## src/rtl/fetch_stage_pkg.sv

```systemverilog
// Shared types and constants for the instruction-fetch stage.
package fetch_stage_pkg;

  // Fetch FSM states, 2-bit encoding.
  typedef enum logic [1:0] {
    StIdle  = 2'd0,
    StFetch = 2'd1,
    StHold  = 2'd2,
    StDrain = 2'd3
  } fetch_state_e;

  // addi x0, x0, 0
  localparam logic [31:0] NopInstr = 32'h0000_0013;

  localparam logic [31:0] DefaultResetPc = 32'h0000_0000;

endpackage

```

## src/rtl/fetch_stage_if.sv

```systemverilog
// Instruction-memory req/ack bus between the fetch stage and memory.
interface fetch_stage_if #(
  parameter int unsigned XLEN = 32
) ();

  logic            req;
  logic [XLEN-1:0] addr;
  logic            ack;
  logic [XLEN-1:0] rdata;

  // Fetch stage side.
  modport master (
    output req,
    output addr,
    input  ack,
    input  rdata
  );

  // Memory side.
  modport slave (
    input  req,
    input  addr,
    output ack,
    output rdata
  );

endinterface

```

## src/rtl/fetch_skid_buf.sv

```systemverilog
// Single-entry {pc, instr} skid buffer; clear wins over load.
module fetch_skid_buf
  import fetch_stage_pkg::*;
#(
  parameter int unsigned XLEN = 32
) (
  input  logic            clk_i,
  input  logic            rst_ni,
  input  logic            load_i,
  input  logic            clear_i,
  input  logic [XLEN-1:0] pc_i,
  input  logic [XLEN-1:0] instr_i,
  output logic            valid_o,
  output logic [XLEN-1:0] pc_o,
  output logic [XLEN-1:0] instr_o
);

  logic            valid_d, valid_q;
  logic [XLEN-1:0] pc_d, pc_q;
  logic [XLEN-1:0] instr_d, instr_q;

  // Next-state: clear empties the entry, load captures a new one.
  always_comb begin
    valid_d = valid_q;
    pc_d    = pc_q;
    instr_d = instr_q;
    if (clear_i) begin
      valid_d = 1'b0;
      pc_d    = '0;
      instr_d = XLEN'(NopInstr);
    end else if (load_i) begin
      valid_d = 1'b1;
      pc_d    = pc_i;
      instr_d = instr_i;
    end
  end

  // Entry registers.
  always_ff @(posedge clk_i or negedge rst_ni) begin
    if (!rst_ni) begin
      valid_q <= 1'b0;
      pc_q    <= '0;
      instr_q <= XLEN'(NopInstr);
    end else begin
      valid_q <= valid_d;
      pc_q    <= pc_d;
      instr_q <= instr_d;
    end
  end

  assign valid_o = valid_q;
  assign pc_o    = pc_q;
  assign instr_o = instr_q;

endmodule

```

## src/rtl/fetch_stage.sv

```systemverilog
// Instruction-fetch stage: owns the PC, runs the imem req/ack handshake,
// parks one instruction in a skid entry while ID stalls, and drives IF/ID.
module fetch_stage
  import fetch_stage_pkg::*;
#(
  parameter logic [31:0] RESET_PC = DefaultResetPc,
  parameter int unsigned XLEN     = 32
) (
  input  logic             clk_i,
  input  logic             rst_i,
  fetch_stage_if.master    imem,
  input  logic             stall_i,
  input  logic             flush_i,
  input  logic [XLEN-1:0]  branch_target_i,
  output logic             if_id_valid_o,
  output logic [XLEN-1:0]  if_id_pc_o,
  output logic [XLEN-1:0]  if_id_instr_o
);

  fetch_state_e    state_d, state_q;
  logic [XLEN-1:0] pc_d, pc_q;
  // Address of a squashed request that must still complete.
  logic [XLEN-1:0] drain_addr_d, drain_addr_q;
  logic            if_id_valid_d, if_id_valid_q;
  logic [XLEN-1:0] if_id_pc_d, if_id_pc_q;
  logic [XLEN-1:0] if_id_instr_d, if_id_instr_q;

  logic            skid_load, skid_clear, skid_valid;
  logic [XLEN-1:0] skid_pc, skid_instr;
  logic            xfer;

  // Request is a pure decode of the state flop, so it never glitches.
  assign imem.req  = (state_q == StFetch) || (state_q == StDrain);
  assign imem.addr = (state_q == StDrain) ? drain_addr_q : pc_q;
  assign xfer      = imem.req && imem.ack;

  fetch_skid_buf #(
    .XLEN (XLEN)
  ) u_skid (
    .clk_i   (clk_i),
    .rst_ni  (rst_i),
    .load_i  (skid_load),
    .clear_i (skid_clear),
    .pc_i    (pc_q),
    .instr_i (imem.rdata),
    .valid_o (skid_valid),
    .pc_o    (skid_pc),
    .instr_o (skid_instr)
  );

  // Next-state for FSM, PC and IF/ID; flush overrides everything at the end.
  always_comb begin
    state_d       = state_q;
    pc_d          = pc_q;
    drain_addr_d  = drain_addr_q;
    if_id_valid_d = if_id_valid_q;
    if_id_pc_d    = if_id_pc_q;
    if_id_instr_d = if_id_instr_q;
    skid_load     = 1'b0;
    skid_clear    = 1'b0;

    unique case (state_q)
      StIdle: begin
        state_d = StFetch;
      end
      StFetch: begin
        if (xfer) begin
          pc_d = pc_q + XLEN'(4);
          if (stall_i) begin
            skid_load = 1'b1;
            state_d   = StHold;
          end else begin
            if_id_valid_d = 1'b1;
            if_id_pc_d    = pc_q;
            if_id_instr_d = imem.rdata;
          end
        end
      end
      StHold: begin
        if (!stall_i) begin
          if_id_valid_d = skid_valid;
          if_id_pc_d    = skid_pc;
          if_id_instr_d = skid_instr;
          skid_clear    = 1'b1;
          state_d       = StFetch;
        end
      end
      StDrain: begin
        // Squashed data is dropped; resume at the (redirected) pc.
        if (imem.ack) begin
          state_d = StFetch;
        end
      end
      default: begin
        state_d = StIdle;
      end
    endcase

    if (flush_i) begin
      if_id_valid_d = 1'b0;
      if_id_pc_d    = '0;
      if_id_instr_d = XLEN'(NopInstr);
      skid_load     = 1'b0;
      skid_clear    = 1'b1;
      pc_d          = {branch_target_i[XLEN-1:2], 2'b00};
      unique case (state_q)
        StFetch: begin
          if (imem.ack) begin
            state_d = StFetch;
          end else begin
            // Outstanding request must complete before redirecting.
            state_d      = StDrain;
            drain_addr_d = pc_q;
          end
        end
        StHold: begin
          state_d = StFetch;
        end
        // StDrain keeps its ack-driven exit; StIdle still goes to StFetch.
        default: ;
      endcase
    end
  end

  // All FSM, PC and IF/ID state.
  always_ff @(posedge clk_i or negedge rst_i) begin
    if (!rst_i) begin
      state_q       <= StIdle;
      pc_q          <= XLEN'(RESET_PC);
      drain_addr_q  <= '0;
      if_id_valid_q <= 1'b0;
      if_id_pc_q    <= '0;
      if_id_instr_q <= XLEN'(NopInstr);
    end else begin
      state_q       <= state_d;
      pc_q          <= pc_d;
      drain_addr_q  <= drain_addr_d;
      if_id_valid_q <= if_id_valid_d;
      if_id_pc_q    <= if_id_pc_d;
      if_id_instr_q <= if_id_instr_d;
    end
  end

  assign if_id_valid_o = if_id_valid_q;
  assign if_id_pc_o    = if_id_pc_q;
  assign if_id_instr_o = if_id_instr_q;

endmodule
```

## src/flat_wrapper.sv

```systemverilog
// flat-port wrapper written by rule: the top's interface ports become plain ports
module fetch_stage_flat import fetch_stage_pkg::*;
#(
  parameter logic [31:0] RESET_PC = DefaultResetPc,
  parameter int unsigned XLEN     = 32
)
  (clk_i, rst_i, stall_i, flush_i, branch_target_i, if_id_valid_o, if_id_pc_o, if_id_instr_o, imem_req, imem_addr, imem_ack, imem_rdata);
  fetch_stage_if #(.XLEN(XLEN)) imem_i ();
  input  logic clk_i;
  input  logic rst_i;
  input  logic stall_i;
  input  logic flush_i;
  input  logic [XLEN-1:0] branch_target_i;
  output logic if_id_valid_o;
  output logic [XLEN-1:0] if_id_pc_o;
  output logic [XLEN-1:0] if_id_instr_o;
  output wire logic [$bits(imem_i.req)-1:0] imem_req;
  output wire logic [$bits(imem_i.addr)-1:0] imem_addr;
  input wire logic [$bits(imem_i.ack)-1:0] imem_ack;
  input wire logic [$bits(imem_i.rdata)-1:0] imem_rdata;
  assign imem_req = imem_i.req;
  assign imem_addr = imem_i.addr;
  assign imem_i.ack = imem_ack;
  assign imem_i.rdata = imem_rdata;
  fetch_stage #(.RESET_PC(RESET_PC), .XLEN(XLEN)) u_core (.clk_i(clk_i), .rst_i(rst_i), .imem(imem_i), .stall_i(stall_i), .flush_i(flush_i), .branch_target_i(branch_target_i), .if_id_valid_o(if_id_valid_o), .if_id_pc_o(if_id_pc_o), .if_id_instr_o(if_id_instr_o));
endmodule
```

## config.mk

```make
export PLATFORM = sky130hd
export DESIGN_NAME = fetch_stage_flat
export DESIGN_NICKNAME = d
export VERILOG_FILES = /design/src/rtl/fetch_stage_pkg.sv /design/src/rtl/fetch_stage_if.sv /design/src/rtl/fetch_skid_buf.sv /design/src/rtl/fetch_stage.sv /design/src/flat_wrapper.sv
export SDC_FILE = /design/constraint.sdc
export NUM_CORES = 1
export LEC_CHECK = 0
export ABC_CLOCK_PERIOD_IN_PS = 2200
export CORE_AREA = 2 2 148 136
export CTS_CLUSTER_DIAMETER = 60
export DETAILED_ROUTE_END_ITERATION = 7
export DIE_AREA = 0 0 150 138
export GPL_ROUTABILITY_DRIVEN = 0
export PLACE_DENSITY = 0.87
export SYNTH_ARGS = -nofsm -noshare
export SYNTH_HDL_FRONTEND = slang
export SYNTH_SLANG_ARGS = --single-unit
```

## constraint.sdc

```tcl
create_clock -name clk_i -period 2.2 [get_ports clk_i]
set_input_delay 0.22 -clock clk_i [delete_from_list [all_inputs] [get_ports clk_i]]
set_output_delay 0.22 -clock clk_i [all_outputs]
set_load 0.02 [all_outputs]
```

## Word level (Yosys, flattened, before mapping)

Cells that the tools add are included.

| storage, ports and cells | value |
|---|---|
| bits in registers | 196 |
| output and inout port bits | 98 |
| word-level logic and storage cells | 67 |

| cells by class | value |
|---|---|
| add/sub/neg operators | 1 |
| equality and inequality tests | 6 |
| muxes and demuxes | 40 |
| bitwise operators | 1 |
| reduce and logical (&&, ||, !) cells | 10 |

Operator list:

| kind | count |
|---|---|
| 2-to-1 mux 32 bit | 16 |
| one-hot mux 32 bit (2 select lines) | 2 |
| adder 32 x 3 -> 32 bit (second input constant) | 1 |
| 2-to-1 mux 1 bit | 13 |
| 2-to-1 mux 2 bit | 6 |
| one-hot mux 2 bit (4 select lines) | 1 |
| inequality test 3 bit (second input constant) | 2 |
| nonzero test 2 bit | 3 |
| equality test 2 bit (second input constant) | 2 |
| one-hot mux 2 bit (2 select lines) | 1 |
| AND reduction 4 bit | 1 |
| inequality test 3 x 2 -> 1 bit (second input constant) | 1 |
| AND reduction 3 bit | 1 |
| nonzero test 3 bit | 1 |
| equality test 2 x 1 -> 1 bit (second input constant) | 1 |
| zero test 2 bit | 1 |
| one-hot mux 1 bit (2 select lines) | 1 |
| AND reduction 2 bit | 1 |
| logical AND 1 bit | 1 |
| logical OR 1 bit | 1 |
| NOT 1 bit | 1 |

## Longest topological paths before layout

Gate-level depths: netlist (run 1).

| depth | value |
|---|---|
| depth after elaboration | 8 |
| gate-level depth with buffers | 10 |
| gate-level depth less buffers | 6 |

## By module

Synthesis (run 1) repeated with hierarchy kept, for this count alone.

| unflattened totals | value |
|---|---|
| cell total of the unflattened synthesis | 842 |
| area total of the unflattened synthesis | 9404.0 µm² |

Modules (own cells, without submodules):

| module | instances | cells each | area each (µm²) | seq. area each (µm²) |
|---|---|---|---|---|
| fetch_stage | 1 | 632 | 6715.2 | 3181.8 |
| fetch_skid_buf | 1 | 210 | 2688.8 | 1630.3 |

## Least setup slack after synthesis (run 1)

Ideal clock, no wire load.

| path | value |
|---|---|
| path kind | reg-to-reg |
| start | reg u_core.state_q[1] |
| end | reg u_core.pc_q[29] |
| setup time | 82 ps |
| arrival time | 2128 ps |
| slack | -10 ps |
| stages on the path, launching flop included | 9 |
| clock period less this slack | 2210 ps |
| cell sequence | dfrtp_1 inv_1 ha_1 buf_4 nand4_2 or4_4 buf_6 or4_1 a31oi_1 |

| between the ends | value |
|---|---|
| word-level cells in the longest chain between the ends | 5 |
| elaborated cells between the ends (all ways) | 7 |

RTL lines:

| what | line | RTL |
|---|---|---|
| from (decl) | fetch_stage.sv:20 | `fetch_state_e state_d, state_q;` |
| from (signal assigned) | fetch_stage.sv:128 | `state_q <= StIdle;` |
| from (signal assigned) | fetch_stage.sv:135 | `state_q <= state_d;` |
| equality test 2 x 1 -> 1 bit or equality test 2 bit (tied branches) | fetch_stage.sv:33, fetch_stage.sv:62 |  |
| logical OR 1 bit | fetch_stage.sv:33 | `assign imem.req = (state_q == StFetch) \|\| (state_q == StDrain);` |
| logical AND 1 bit | fetch_stage.sv:35 | `assign xfer = imem.req && imem.ack;` |
| nonzero test 2 bit (no source line) | - |  |
| AND reduction 2 bit (no source line) * | - |  |
| to (signal assigned) | fetch_stage.sv:129 | `pc_q <= XLEN'(RESET_PC);` |
| to (signal assigned) | fetch_stage.sv:136 | `pc_q <= pc_d;` |
| to (decl) | fetch_stage.sv:21 | `logic [XLEN-1:0] pc_d, pc_q;` |

Mark *: on every way between the ends. The rest lies on a longest branch, timed or not.
A chain may end at the register's enable or synchronous reset.

## Worst setup path after layout (run 1)

| path | value |
|---|---|
| start | reg u_core.state_q[1] |
| end | reg u_core.pc_q[21] |

The elaborated chain is that of the path after synthesis.

==> results.json, run 1 <==
{
  "p_switching_mw": 4.00,
  "grt_busiest_layer": "met2",
  "yosysSeqAreaShare_pct": 53.6,
  "die_w_um": 150,
  "hold_depth": 3,
  "hold_viol_final": 0,
  "grt_pass1_wl_um": 37600,
  "cpMaxStageDelayCell": "or4_4",
  "dp_slack_ps": -94.3,
  "path_clk_slew_ps": 70,
  "finalCriticalPeriod_ps": 2210,
  "avgViaCountPerCell": 5.75,
  "drc": 0,
  "met3_usage_pct": 4.06,
  "clock_latency_ps": 430,
  "rsz0062_at_grt": "true",
  "slew_headroom_pct": 56.6,
  "powerDensity_mw_per_mm2": 998,
  "crit_chain": "buf_4 -> inv_4 -> ha_4 -> nand4_4 -> or4_4 -> or4_4 -> a31oi_1",
  "finClkSkew_ps": 9.56,
  "syn-cell-area_mm2": 0.00885,
  "startpoint": "u_core.state_q[1]$_DFF_PN0_",
  "fmax_ghz": 0.453,
  "nets": 1036,
  "drt_pass1_iterations": 5,
  "slowest_delay_ps": 620,
  "num_antenna_cells": 0,
  "die_y_um": 138,
  "dp_hpwl_um": 15500,
  "cp_common_cell": "or4_4",
  "cp-start-kind": "flip-flop",
  "clock_path_buffers": 2,
  "ys_warn_count": 0,
  "arrival_ps": 2550,
  "ant_nets": 0,
  "synth-main-ff-cell": "dfrtp_1",
  "tightestPinTransition_ps": 651,
  "stdcell_count": 1229,
  "hp-start": "flush_i",
  "use_met2_pct": 36.5,
  "drive_gt1_share_pct": 19.1,
  "synth-simple-area-share_pct": 10.2,
  "core_area_mm2": 0.0194,
  "power_frac_seq_pct": 39.6,
  "cp.required_ps": 2550,
  "cts_tree": "done",
  "start_util_pct": 45.7,
  "violations": "setup timing",
  "synth-seq-cells": 189,
  "setup_viol": 1,
  "synth-compound-area-share_pct": 16.3,
  "async_flop_share_pct": 100,
  "synthAdderAreaFrac_pct": 0.849,
  "dieArea_mm2": 0.0207,
  "synthDistinctLibCells": 50,
  "ir_worst_vdd_uv": 677,
  "use_met1_pct": 31.5,
  "grt_pass1_vias": 7216,
  "drt-initial-drc-count": 548,
  "wl_um": 23400,
  "wl_per_cell_um": 19.1,
  "synth_top_family_by_area": "compound AO/OA/AOI/OAI gates",
  "io_pins": 167,
  "track_usage_pct": 22.8,
  "status": "complete, but fails checks",
  "stdcell_area_mm2": 0.0117,
  "timing.rr.start": "u_core.state_q[1]$_DFF_PN0_",
  "maxCapViolCount": 0,
  "crit_fanout": 6,
  "synthXorXnorAreaFrac_pct": 1.19,
  "p_clk_share_pct": 24.2,
  "final_common_cell": "dfrtp_1",
  "io_buffers": 162,
  "post-route-period-util_pct": 100,
  "syn_inst": 792,
  "setup_slack_ps": -6.00,
  "whs_endpoint": "u_core.pc_q[27]$_DFFE_PN0P_",
  "comb_power_share_pct": 36.2,
  "ff2ff_setup_slack_ps": -6,
  "root_buffer": "clkbuf_16",
  "cp-end-kind": "flip-flop",
  "p_leak_nw": 4.84,
  "maxSlewViolCount": 0,
  "mostFrequentLayoutCells": "dfrtp_1, clkdlybuf4s50_1, nand2_1",
  "cts-buffers-inserted": 17,
  "synth.avg_cell_area_um2": 11.2,
  "worstReg2RegEnd": "u_core.pc_q[21]$_DFFE_PN0P_",
  "area_delta_synth_final_pct": 31.8,
  "sw_frac_of_total_pct": 34.4,
  "grt_overflow_total": 0,
  "path_class": "flip-flop to flip-flop",
  "htree_levels": 4,
  "row_count": 49,
  "place_area_mm2": 0.0111,
  "antenna_found_initial": 0,
  "hp-class": "input pin to flip-flop",
  "dp_cells": 1191,
  "grt_max_degree": 72,
  "clock-sinks": 189,
  "worstRegToRegCells": 7,
  "routed-via-count": 7066,
  "synthMuxAreaShare_pct": 13.4,
  "p_int_mw": 7.64,
  "synth-edff-count": 0
}
## cells in the mapped netlist, types with 2 or more instances
library cell / number / area share (%)
a211oi_1: 3 / 0.25
a21oi_1: 6 / 0.34
a22o_1: 59 / 5.8
a31oi_1: 14 / 0.99
and2_1: 3 / 0.21
and3_1: 3 / 0.21
and4_1: 3 / 0.30
buf_1: 10 / 0.42
buf_2: 13 / 0.74
buf_4: 8 / 0.68
clkbuf_1: 49 / 2.1
dfrtp_1: 183 / 52
dfstp_2: 6 / 1.8
ha_1: 6 / 0.85
inv_1: 11 / 0.47
mux2_2: 52 / 6.6
mux2i_1: 60 / 6.8
nand2_1: 98 / 4.2
nand3_1: 13 / 0.74
nand4_1: 9 / 0.64
nand4_2: 3 / 0.42
nor2_1: 19 / 0.81
nor2b_1: 3 / 0.21
nor3_1: 2 / 0.11
nor4_1: 4 / 0.28
o21ai_0: 32 / 1.8
o22a_1: 3 / 0.30
o31ai_1: 70 / 5.9
or3_1: 5 / 0.35
or4_1: 12 / 1.0
xnor2_1: 6 / 0.59
xor2_1: 6 / 0.59
## critical path, delay by kind of cell (launching register included)
family	cells	cell delay (ps)
and+or+nand+nor	3	1210
DFF	1	390
buffers and inverters	2	200
AOI/OAI and AO/OA	1	180
adders and majority gates	1	140
## sequential cells by signal, indices dropped and copies added (netlist names)
| signal | cells |
|---|---|
| u_core.if_id_instr_o | 32 |
| u_core.u_skid.instr_o | 32 |
| u_core.if_id_pc_o | 31 |
| u_core.drain_addr_q | 30 |
| u_core.pc_q | 30 |
| u_core.u_skid.pc_o | 30 |
| u_core.state_q | 2 |
| u_core.if_id_valid_o | 1 |
| u_core.u_skid.valid_o | 1 |
## area by class of cell
class	instances	area, um^2
fill	1588	7710
sequential	189	4740
multi-input combinational	512	3840
timing repair buffer	229	2200
clock buffer	20	437
tap	255	319
clock inverter	12	88.8
inverter	12	47.5
## logic make-up after synthesis
family                     count (synthesis)
adders and majority gates                  6
and+or+nand+nor                          184
other                                      1
DFF                                      189
xor gates and xnor gates                  12
buffers and inverters                     93
AOI/OAI and AO/OA                        195
muxes                                    112
## per-stage QoR
stage	total power, mW	hold WS, ps	setup TNS [ps]	utilization (%)
6_report	11.6	261	-6.00	60.2
5_1_grt	12.2	306	-223	60.2
4_1_cts	11.7	250	-240	59.9
3_5_place_dp	8.91	296	-620	57.1
3_3_place_gp	8.78	284	-229	57.1
2_1_floorplan	7.03	-75.6	0	-
## power groups by stage
stage	Combinational, mW	Sequential (mW)	Clock [mW]
2_1_floorplan	2.19	4.84	0
3_3_place_gp	4.18	4.60	0
3_5_place_dp	4.26	4.65	0
4_1_cts	4.25	4.59	2.85
5_1_grt	4.52	4.68	3.02
6_report	4.22	4.61	2.81
## repair_timing
item | in CTS | in global routing
hold buffers | 1 | 0
cloned | 1 | 1
hold endpoints to repair | 63 | 0
endpoints found under the setup margin | 32 | 52
buffers inserted | 2 | 2
pin swaps | 2 | 9
gates resized for setup | 71 | 14
## worst max path at each step
stage | slack, ps | to
global route | -80 | u_core.pc_q[21]$_DFFE_PN0P_
detailed placement | -90 | u_core.pc_q[25]$_DFFE_PN0P_
finish | -6 | u_core.pc_q[21]$_DFFE_PN0P_
CTS | -70 | u_core.pc_q[21]$_DFFE_PN0P_
global placement | -60 | u_core.pc_q[21]$_DFFE_PN0P_
floorplan | 10 | u_core.pc_q[29]$_DFFE_PN0P_
## layer usage
layer	up-vias	wire [um]
li1	3242	-
met1	3529	10300
met2	257	11500
met3	38	1200
met4	0	448
met5	-	0
Note: power is estimated with default switching activity, not from simulation.
==> inputs of run 2 (changes only) <==
ABC_CLOCK_PERIOD_IN_PS = 2300   (was 2200)
CORE_AREA = 2 2 144 132   (was 2 2 148 136)
DIE_AREA = 0 0 146 134   (was 0 0 150 138)
PLACE_DENSITY = default   (was 0.87)
PLACE_DENSITY_LB_ADDON = 0.25   (was default)
clock period = 2.3 ns   (was 2.2 ns; I/O delays follow)
==> results.json, run 2 (same netlist as run 1, synthesis figures left out) <==
{
  "die_y_um": 134,
  "grt_pass1_wl_um": 36300,
  "core_area_mm2": 0.0181,
  "cts_tree": "done",
  "row_count": 47,
  "wl_um": 22500,
  "drt-initial-drc-count": 434,
  "drc": 0,
  "setup_viol": 0,
  "power_frac_seq_pct": 38.6,
  "cp-end-kind": "flip-flop",
  "htree_levels": 4,
  "avgViaCountPerCell": 5.72,
  "die_w_um": 146,
  "tightestPinTransition_ps": 732,
  "io_buffers": 162,
  "ir_worst_vdd_uv": 665,
  "sw_frac_of_total_pct": 32.5,
  "routed-via-count": 6897,
  "nFillCells": 1474,
  "status": "complete, no violations",
  "nets": 1024,
  "cts-buffers-inserted": 17,
  "p_leak_nw": 4.85,
  "ff2ff_setup_slack_ps": 80,
  "cp-start-kind": "flip-flop",
  "whs_endpoint": "u_core.u_skid.valid_o$_DFFE_PN0P_",
  "grt_max_degree": 69,
  "track_usage_pct": 23.2,
  "hp-start": "flush_i",
  "clock_path_buffers": 2,
  "mostFrequentLayoutCells": "dfrtp_1, clkdlybuf4s50_1, nand2_1",
  "met3_usage_pct": 3.91,
  "rsz0062_at_grt": "false",
  "num_antenna_cells": 0,
  "hold_viol_final": 0,
  "dieArea_mm2": 0.0196,
  "worstReg2RegEnd": "u_core.pc_q[21]$_DFFE_PN0P_",
  "start_util_pct": 48.8,
  "arrival_ps": 2570,
  "worstRegToRegCells": 6,
  "maxCapViolCount": 0,
  "clock_latency_ps": 430,
  "powerDensity_mw_per_mm2": 981,
  "drive_gt1_share_pct": 16.3,
  "finalCriticalPeriod_ps": 2220,
  "path_class": "flip-flop to flip-flop",
  "io_pins": 167,
  "clock-sinks": 189,
  "crit_fanout": 12,
  "path_clk_slew_ps": 70,
  "use_met1_pct": 33.4,
  "ant_nets": 0,
  "area_delta_synth_final_pct": 31.3,
  "finClkSkew_ps": 11.2,
  "antenna_found_initial": 0,
  "cp.required_ps": 2650,
  "grt_busiest_layer": "met2",
  "dp_hpwl_um": 14600,
  "slew_headroom_pct": 51.2,
  "grt_overflow_total": 0,
  "hold_depth": 2,
  "timing.rr.start": "u_core.state_q[1]$_DFF_PN0_",
  "fmax_ghz": 0.451,
  "grt_pass1_vias": 6691,
  "p_switching_mw": 3.70,
  "maxSlewViolCount": 0,
  "final_common_cell": "dfrtp_1",
  "p_clk_share_pct": 27.3,
  "hp-class": "input pin to flip-flop",
  "p_int_mw": 7.69,
  "wl_per_cell_um": 18.6,
  "final_core_util_pct": 64.1,
  "drt_pass1_iterations": 5,
  "use_met2_pct": 37.1,
  "root_buffer": "clkbuf_16",
  "comb_power_share_pct": 34.2,
  "fin_hold_ws_ps": 270,
  "post-route-period-util_pct": 96.5
}
[run 2: cell count changes in the layout (fill, tap and decap cells not counted), sizes merged, moves of 2 or more]
cell | previous run | this run
inv | 14 | 12
clkdlybuf4s15 | 2 | 0
bufinv | 0 | 4
dlygate4sd2 | 19 | 31
buf | 77 | 56
clkinvlp | 4 | 1
[run 2: worst max-delay path by stage]
stage                                           start                     endpoint  slack [ps]  cells after the start
after floorplan           u_core.state_q[1]$_DFF_PN0_  u_core.pc_q[29]$_DFFE_PN0P_          90                      8
after detailed placement                     imem_ack  u_core.pc_q[30]$_DFFE_PN0P_         -40                      5
after CTS                 u_core.state_q[1]$_DFF_PN0_                imem_addr[25]          80                      5
after global routing      u_core.state_q[1]$_DFF_PN0_  u_core.pc_q[21]$_DFFE_PN0P_          10                      6
final                     u_core.state_q[1]$_DFF_PN0_  u_core.pc_q[21]$_DFFE_PN0P_          80                      6
after global placement                       imem_ack  u_core.pc_q[21]$_DFFE_PN0P_          30                      5
[run 2: worst max-delay path, stage by stage, from the launching register on]
cell and delay, ps:
dfrtp_1 370, inv_1 100, ha_1 200, nand4_2 160, or4_4 640, or4_1 500, a31oi_1 170
[run 2: power by group through the flow]
stage / sequential (mW) / combinational [mW] / clock (mW)
5_1_grt: 4.48 / 4.18 / 3.32
4_1_cts: 4.39 / 3.92 / 3.16
3_3_place_gp: 4.41 / 3.99 / 0
6_report: 4.40 / 3.89 / 3.11
3_5_place_dp: 4.44 / 4.03 / 0
2_1_floorplan: 4.62 / 2.09 / 0
[run 2: area by class of cell]
cell class	count	area, um^2	share of cell area [%]
multi-input cells	511	3760	32.4
flip-flops and latches	189	4740	40.8
well taps	245	307	2.64
repair buffers	218	2150	18.5
inverters	12	45.0	0.388
clock buffers	21	450	3.88
clock inverters	10	164	1.41
[run 2: layer usage]
layer	up-vias	part of all wire [%]	wire (um)
li1	3206	-	-
met1	3450	47	10500
met2	224	47	10700
met3	17	4.9	1110
met4	0	1.1	242
met5	-	0	0
[run 2: through the flow]
step / TNS (ps) / setup WS [ps] / cells / power (mW) / instance area (um^2)
2_1_floorplan: 0 / 89.9 / 793 / 6.71 / 8850
3_3_place_gp: 0 / 25.7 / 1174 / 8.40 / 11000
3_5_place_dp: -38.8 / -35.8 / 1174 / 8.47 / 11000
4_1_cts: 0 / 82.9 / 1206 / 11.5 / 11600
5_1_grt: 0 / 10.7 / 1206 / 12.0 / 11600
6_report: 0 / 81.0 / 1206 / 11.4 / 11600
[run 2: repair_timing]
item / in CTS / in global routing
hold buffers: 1 / 0
setup buffers: 0 / 0
pin swaps: 0 / 0
hold endpoints to repair: 50 / 0
gates resized for setup: 34 / 1
setup endpoints to repair: 31 / 1
==> inputs of run 3 (changes only) <==
ABC_CLOCK_PERIOD_IN_PS = 2610   (was 2300)
CELL_PAD_IN_SITES_DETAIL_PLACEMENT = 0   (was default)
CELL_PAD_IN_SITES_GLOBAL_PLACEMENT = 2   (was default)
CORE_AREA = 2 2 169 154   (was 2 2 144 132)
DIE_AREA = 0 0 171 156   (was 0 0 146 134)
SLEW_MARGIN = 40   (was default)
clock period = 2.61 ns   (was 2.3 ns; I/O delays follow)
==> results.json, run 3 (same netlist as run 1, synthesis figures left out) <==
{
  "status": "complete, no violations",
  "setup_viol": 0,
  "path_clk_slew_ps": 80,
  "grt_pass1_vias": 6740,
  "hold_viol_final": 0,
  "p_leak_nw": 4.67,
  "root_buffer": "clkbuf_16",
  "fmax_ghz": 0.407,
  "htree_levels": 4,
  "track_usage_pct": 18.8,
  "dieArea_mm2": 0.0267,
  "row_count": 55,
  "num_antenna_cells": 0,
  "drc": 0,
  "routed-via-count": 6635,
  "die_y_um": 156,
  "cp-start-kind": "flip-flop",
  "finalCriticalPeriod_ps": 2460,
  "grt_overflow_total": 0,
  "clock_path_buffers": 2,
  "p_total_mw": 9.90,
  "post-route-period-util_pct": 94.2,
  "cts_setup_buffers": 0,
  "clock_latency_ps": 440,
  "drt-initial-drc-count": 451,
  "area_delta_synth_final_pct": 30.6,
  "cts_tree": "done",
  "cp-end-kind": "output pin",
  "arrival_ps": 2200,
  "wl_um": 23800,
  "wl_per_cell_um": 18.5,
  "maxCapViolCount": 0,
  "nets": 1007,
  "io_pins": 167,
  "die_w_um": 171,
  "antenna_found_initial": 0,
  "maxSlewViolCount": 0,
  "tightestPinTransition_ps": 654,
  "ant_nets": 0,
  "slew_headroom_pct": 56.4,
  "path_class": "flip-flop to output pin",
  "grt_max_degree": 75,
  "powerDensity_mw_per_mm2": 857,
  "drt_pass1_iterations": 5,
  "hp-class": "input pin to flip-flop",
  "mostFrequentLayoutCells": "dfrtp_1, clkdlybuf4s50_1, nand2_1",
  "grt_pass1_wl_um": 38900,
  "crit_fanout": 23,
  "start_util_pct": 35.5,
  "fin_tns_setup_ps": 0,
  "rsz0062_at_grt": "false",
  "dp_hpwl_um": 15800,
  "cp.required_ps": 2350,
  "drive_gt1_share_pct": 15.3,
  "final_common_cell": "dfrtp_1",
  "cts-buffers-inserted": 17,
  "finClkSkew_ps": 16.8,
  "clock-sinks": 189,
  "io_buffers": 162,
  "ir_worst_vdd_uv": 409,
  "core_area_mm2": 0.0249,
  "avgViaCountPerCell": 5.16
}
## run 3: timing repair
action / CTS / global route
hold endpoints to repair: 59 / 0
setup endpoints to repair: 1 / 7
cloned: 0 / 0
hold buffers: 1 / 0
gates resized for setup: 1 / 3
## run 3: worst max-delay path, stage by stage (launching register included)
cell             delay, ps
dfrtp_2                440
ha_4                   210
buf_12                 180
mux2_2                 380
clkdlybuf4s50_1        550
## run 3: final cells by class
type                       count  area [um^2]
timing repair buffer         201         2010
tap                          342          428
fill                        2390        13400
multi-input combinational    511         3760
clock buffer                  18          439
inverter                      12         45.0
clock inverter                14          134
sequential                   189         4740
## run 3: metal layers
metal / global-route usage (%) / wire length, um / up-vias
met5: 0 / 0 / -
met1: 27.6 / 11800 / 3314
li1: - / - / 3171
met4: 4.88 / 274 / 0
met2: 28.3 / 10900 / 135
met3: 3.78 / 937 / 15
## run 3: worst paths after layout
check | cells after the start | slack, ps | endpoint | start
min in group asynchronous | 2 | 390 | u_core.if_id_instr_o[22]$_DFFE_PN0P_ | rst_i
worst min register to register | 2 | 470 | u_core.if_id_instr_o[5]$_DFFE_PN0P_ | u_core.if_id_instr_o[5]$_DFFE_PN0P_
worst max register to register | 6 | 170 | u_core.pc_q[21]$_DFFE_PN0P_ | u_core.state_q[1]$_DFF_PN0_
worst max-delay path | 4 | 150 | imem_addr[10] | u_core.state_q[0]$_DFF_PN0_
worst min-delay path | 3 | 250 | u_core.pc_q[27]$_DFFE_PN0P_ | flush_i
max in group asynchronous | 3 | 1410 | u_core.drain_addr_q[27]$_DFFE_PN0P_ | rst_i
## run 3: where the power goes
group | total [mW] | internal, mW | leakage, nW | switching [mW]
logic | 3.46 | 1.68 | 2.00 | 1.78
registers | 3.90 | 3.53 | 2.41 | 0.371
clock network | 2.54 | 1.28 | 0.265 | 1.26
total | 9.90 | 6.49 | 4.67 | 3.41
## run 3: metrics by stage
| step | utilization [%] | worst slack [ps] | hold slack [ps] | instance area, um^2 | std cells |
|---|---|---|---|---|---|
| 2_1_floorplan | - | 400 | -34.6 | 8850 | 793 |
| 3_3_place_gp | 44.0 | 177 | 338 | 11000 | 1254 |
| 3_5_place_dp | 44.0 | 145 | 327 | 11000 | 1254 |
| 4_1_cts | 46.4 | 60.2 | 233 | 11500 | 1287 |
| 5_1_grt | 46.4 | 16.1 | 247 | 11600 | 1287 |
| 6_report | 46.4 | 152 | 250 | 11600 | 1287 |
